`src/rtl/irq_router.sv`:
```
// Interrupt gateway: synchronises device IRQ lines, applies polarity, counts edge
// events with claim/complete gating and presents a pure level vector to the PLIC.
module irq_router #(
    parameter int NumSources = 4,
    parameter int NumIrqs    = 32,
    parameter int IdWidth    = $clog2(NumIrqs),
    // Squaring the "all entries = 1" vector yields entry i = i+1 (no carries while NumSources < 2**IdWidth)
    parameter logic [NumSources*IdWidth-1:0] SrcIrqMap =
        {NumSources{IdWidth'(1)}} * {NumSources{IdWidth'(1)}},
    parameter logic [NumSources-1:0] EdgeMask  = '0,
    parameter logic [NumSources-1:0] ActiveLow = '0,
    parameter int SyncStages = 2,
    parameter int CountWidth = 3
) (
    input  logic                  clk_i,
    input  logic                  rst_i,
    input  logic [NumSources-1:0] src_i,
    input  logic                  claim_valid_i,
    input  logic [IdWidth-1:0]    claim_id_i,
    input  logic                  complete_valid_i,
    input  logic [IdWidth-1:0]    complete_id_i,
    output logic [NumIrqs-1:0]    irq_o,
    output logic [NumIrqs-1:0]    edge_trigger_o,
    output logic [NumSources-1:0] overflow_o
);

    for (genvar g = 0; g < NumSources; g++) begin : g_map_chk
        if (int'(SrcIrqMap[g*IdWidth +: IdWidth]) == 0 ||
            int'(SrcIrqMap[g*IdWidth +: IdWidth]) >= NumIrqs) begin : g_bad_map
            $fatal(1, "irq_router: SrcIrqMap entry %0d is outside 1..NumIrqs-1", g);
        end
    end
    if (SyncStages < 1) begin : g_bad_sync
        $fatal(1, "irq_router: SyncStages must be at least 1");
    end

    function automatic logic [IdWidth-1:0] map_id(input int i);
        return SrcIrqMap[i*IdWidth +: IdWidth];
    endfunction

    // Saturating pending count; a simultaneous edge and claim cancel out.
    function automatic logic [CountWidth-1:0] cnt_next(input logic [CountWidth-1:0] c,
                                                       input logic inc, input logic dec);
        if (inc && !dec) return (c == '1) ? c : c + 1'b1;
        if (dec && !inc) return c - 1'b1;
        return c;
    endfunction

    logic [NumSources-1:0] sync_p [SyncStages];
    logic [NumSources-1:0] s;
    logic [NumSources-1:0] s_prev;
    logic [NumSources-1:0] in_service;
    logic [NumSources-1:0] ovf;
    logic [CountWidth-1:0] cnt [NumSources];
    logic [NumSources-1:0] edge_ev;
    logic [NumSources-1:0] hit;
    logic [NumSources-1:0] req;

    assign s = sync_p[SyncStages-1];

    always_comb begin
        edge_ev = EdgeMask & s & ~s_prev;
        hit     = '0;
        req     = '0;
        for (int i = 0; i < NumSources; i++) begin
            req[i] = (cnt[i] != '0) && !in_service[i];
            hit[i] = claim_valid_i && (claim_id_i == map_id(i)) && req[i];
        end
    end

    always_ff @(posedge clk_i) begin
        if (rst_i) begin
            for (int k = 0; k < SyncStages; k++) sync_p[k] <= '0;
            for (int i = 0; i < NumSources; i++) cnt[i] <= '0;
            s_prev     <= '0;
            in_service <= '0;
            ovf        <= '0;
        end else begin
            // synchroniser stage boundary
            sync_p[0] <= src_i ^ ActiveLow;
            for (int k = 1; k < SyncStages; k++) sync_p[k] <= sync_p[k-1];
            s_prev <= s;
            for (int i = 0; i < NumSources; i++) begin
                cnt[i] <= cnt_next(cnt[i], edge_ev[i], hit[i]);
                if (edge_ev[i] && !hit[i] && (cnt[i] == '1)) ovf[i] <= 1'b1;
                if (hit[i]) begin
                    in_service[i] <= 1'b1;
                end else if (complete_valid_i && (complete_id_i == map_id(i))) begin
                    in_service[i] <= 1'b0;
                end
            end
        end
    end

    // Output is a pure OR of registered state, so inputs never reach outputs combinationally.
    always_comb begin
        irq_o = '0;
        for (int i = 0; i < NumSources; i++) begin
            if (EdgeMask[i] ? req[i] : s[i]) irq_o[map_id(i)] = 1'b1;
        end
        irq_o[0] = 1'b0;
    end

    assign edge_trigger_o = '0;
    assign overflow_o     = ovf;

endmodule
```
`config.mk`:
```
export PLATFORM = sky130hd
export DESIGN_NAME = irq_router
export DESIGN_NICKNAME = d
export VERILOG_FILES = /design/src/rtl/irq_router.sv
export SDC_FILE = /design/constraint.sdc
export NUM_CORES = 1
export LEC_CHECK = 0
export CAP_MARGIN = 15
export CORE_ASPECT_RATIO = 1.75
export CORE_MARGIN = 5
export CORE_UTILIZATION = 26
export CTS_CLUSTER_DIAMETER = 100
export DETAILED_ROUTE_END_ITERATION = 10
export PLACE_DENSITY = 0.91
export RECOVER_POWER = 25
export SLEW_MARGIN = 20
export SYNTH_ARGS = -nofsm -noshare
export SYNTH_HDL_FRONTEND = slang
export SYNTH_SLANG_ARGS = --single-unit
```
`constraint.sdc`:
```
create_clock -name clk_i -period 0.8 [get_ports clk_i]
set_input_delay 0.2 -clock clk_i [delete_from_list [all_inputs] [get_ports clk_i]]
set_output_delay 0.2 -clock clk_i [all_outputs]
set_load 0.02 [all_outputs]
```
# After elaboration in Yosys (flattened, before gate mapping)

Memory sizes are Yosys's and may differ from the RTL's.
Cells that the tools add are included.

Multiplexer cells: 9
Bitwise logic cells: 2

Operators by type and width:

| kind         | number |
|---|---|
| $mux W4      | 2 |
| $mux W1      | 7 |
| $or A1 B1 Y1 | 2 |

Output and inout bits: 68
Word-level logic and storage cells: 12
Register bits: 0
Input port bits: 18
Memories kept: 1
RAM bits: 8

Memories:

| name   | words | bits a word | rd ports | clocked after Yosys merged registers in | wr ports | RTL line | source |
|---|---|---|---|---|---|---|---|
| sync_p | 2     | 4           | 2        | 0                                       | 2        | 49       | `logic [NumSources-1:0] sync_p [SyncStages];` |

# Longest topological paths before layout

Word-level depth: 3
Gate-level depth with buffers: 1
Mapped depth without buffers: 1

# Least setup slack after synthesis

OpenSTA, ideal clock, no wires.

Path type: register to output
Start point: mem sync_p[1][0] (netlist: sync_p[0][4])
End point: out irq_o[1]
Arrival time: 416 ps
Stages on the path, launching flop included: 2
Path slack: 184 ps
Required time: 600 ps
Buffers on the path: 1
Path through: dfxtp_1 -> buf_4

RTL lines:

| what               | RTL line | source |
|---|---|---|
| start: declaration | 49       |  |
| end: declaration   | 22       | `output logic [NumIrqs-1:0] irq_o,` |

==> run metrics <==
status finished, violations left; failing checks negative setup slack; worst path cell trace buf_6; row count 25; Slew Viols, Final 0; CP delay by family, top flip-flops; Setup-failing EPs final 4; First-pass DRT Iterations 2; PnR Total Power 1.22 mW; peak supply drop 991 µV; RePlAce Congestion 0.632; crit-path max FO 1; WS Path Type reg -> out; final hold vios 0; Setup Fix Bufs, Post-CTS 0; global-route usage over all layers 2.60%; mapped cell area 724 µm²; GRT overflow 0; RR Endpoint sync_p[0][4]$_SDFF_PP0_; Hold Path End sync_p[0][6]$_SDFF_PP0_; Max-Cap Viols 0; share of cells above drive strength 1 12.0%; area of the die 3980 µm²; clk_skew 0.00281 ns; CTS root buffer clkbuf_8; Cells after Synth 85; distinct cell type count after synthesis 4; first-pass GRT wire length 745 µm; clock slew at reported path FFs 0.04 ns; register area share after synthesis 22.1%; Power Internal 0.789 mW; Nets 112; Placed Cells 116; DRT iter0 DRCs 1; core area 2690 µm²; fmax 1180 MHz; Routed Antenna Nets 0; Worst path max stage delay 0.31 ns; Worst Reg-to-Reg Cells 1; PD cells 1940 nW/µm²; Via-to-Cell Ratio 2.53; clock tree sinks 8; CTS max path bufs 2; Die Ht 79.8 µm; Hold Worst Slack 0.309 ns; final instance area 628 µm²; number of top-level pins 86; flop-to-flop setup slack 0.28 ns; Clock power frac 37.3%; Critical Path Slowest Stage Cell dfxtp_2; clock latency on the worst-skew pair 0.22 ns; max FFs per register 8; vias in the first global route 217; Sequential Power Share 35.0%; Psw 0.429 mW; post-placement cell area 574 µm²; Yosys reg bits 8; CP bufs+invs 1; data arrival time of the worst path 0.65 ns; r2r startpoint sync_p[0][0]$_SDFF_PP0_; Combinational Power Share 27.7%; switch share 35.2%; Die X 49.9 µm; biggest regs sync_p: 8 flops; Required @ worst endpoint 0.60 ns; area grow syn2layout -13.3%; Port Buffer Count 9; initial core utilization 26.9%; hold-fix buffer count after cts 0; RSZ-0062 raised after global routing yes; type of the most critical hold path in -> reg; period utilization 106%; CTS tree yes; largest net degree at the start of global routing 9; Reg with most FFs sync_p; crit start category flip-flop; DRC Markers 0; Setup WS post-layout -0.0510 ns; post-DR wirelength/cell 6.21 µm; WHS Path Cells 2; number of CTS-inserted buffers 3; via count 301; Final min period 0.851 ns; synth warn 0; drt total wl 739 µm; CP endpoint kind output pin; HPWL Detailed 692 µm; fillers 293; Place WS -0.289 ns; # diodes 0; LEAKAGE 0.368 nW; Layout Cells excl Fill 119; Syn Area/Cell 8.52 µm²; initial antenna violation count 0; H-tree depth 1; Worst Hold Launch rst_i; Crit. Startpoint sync_p[0][5]$_SDFF_PP0_
## cells in the final DEF (no fill, tap or decap)
cell	n
conb_1	64
dfxtp_1	4
nor2b_1	8
dfxtp_2	4
buf_6	4
clkdlybuf4s50_1	4
clkbuf_8	3
dlymetal6s2s_1	1
## metrics by stage
stage	setup TNS, ns	utilization, %
floorplan	0	-
global placement	-2.64	21.3
detailed placement	-2.79	21.3
CTS	-0.229	23.3
global route	-0.270	23.3
finish	-0.195	23.3
## power by group through the flow
stage          logic, mW  clock network [mW]  registers [mW]
2_1_floorplan      0.534                   0           0.429
3_3_place_gp       0.325                   0           0.429
3_5_place_dp       0.327                   0           0.429
4_1_cts            0.328               0.475           0.426
5_1_grt            0.358               0.490           0.428
6_report           0.337               0.455           0.426
## per-layer routing
| metal | up-vias | GRT usage (%) | wire (µm) |
|---|---|---|---|
| met3 | 0 | 3.74 | 285 |
| met2 | 56 | 3.44 | 270 |
| met5 | - | 0 | 0 |
| met4 | 0 | 1.57 | 0 |
| met1 | 109 | 1.79 | 182 |
| li1 | 136 | - | - |
## layout make-up
type / count / area [µm²] / share of cell area [%]
multi-input combinational: 72 / 290 / 46.2
sequential: 8 / 165 / 26.3
timing repair buffer: 9 / 97.6 / 15.5
clock buffer: 3 / 41.3 / 6.57
tap: 27 / 33.8 / 5.38
## cells in the mapped netlist
cell	count	area [µm²]
buf_4	68	510
conb_1	1	3.75
dfxtp_1	8	160
nor2b_1	8	50.1
## how the worst max path moves through the flow
stage / endpoint / slack, ns / cells past startpoint
floorplan: irq_o[1] / 0.18 / 1
global placement: irq_o[2] / -0.29 / 1
detailed placement: irq_o[2] / -0.29 / 1
CTS: irq_o[2] / -0.06 / 1
global route: irq_o[2] / -0.07 / 1
finish: irq_o[2] / -0.05 / 1
## what timing repair did
action	in CTS	in global routing
endpoints found under the setup margin	4	12
gates cloned	0	0
resized for setup	28	1
## cells by family (layout without fill, tap and decap cells)
kind of cell / Yosys count / count (layout) / share of synthesized area [%]
buffers and inverters: 68 / 12 / 70.5
flip-flops: 8 / 8 / 22.1
other: 1 / 64 / 0.518
AND/OR/NAND/NOR: 8 / 8 / 6.91
Power figures use the tool's default switching activity.
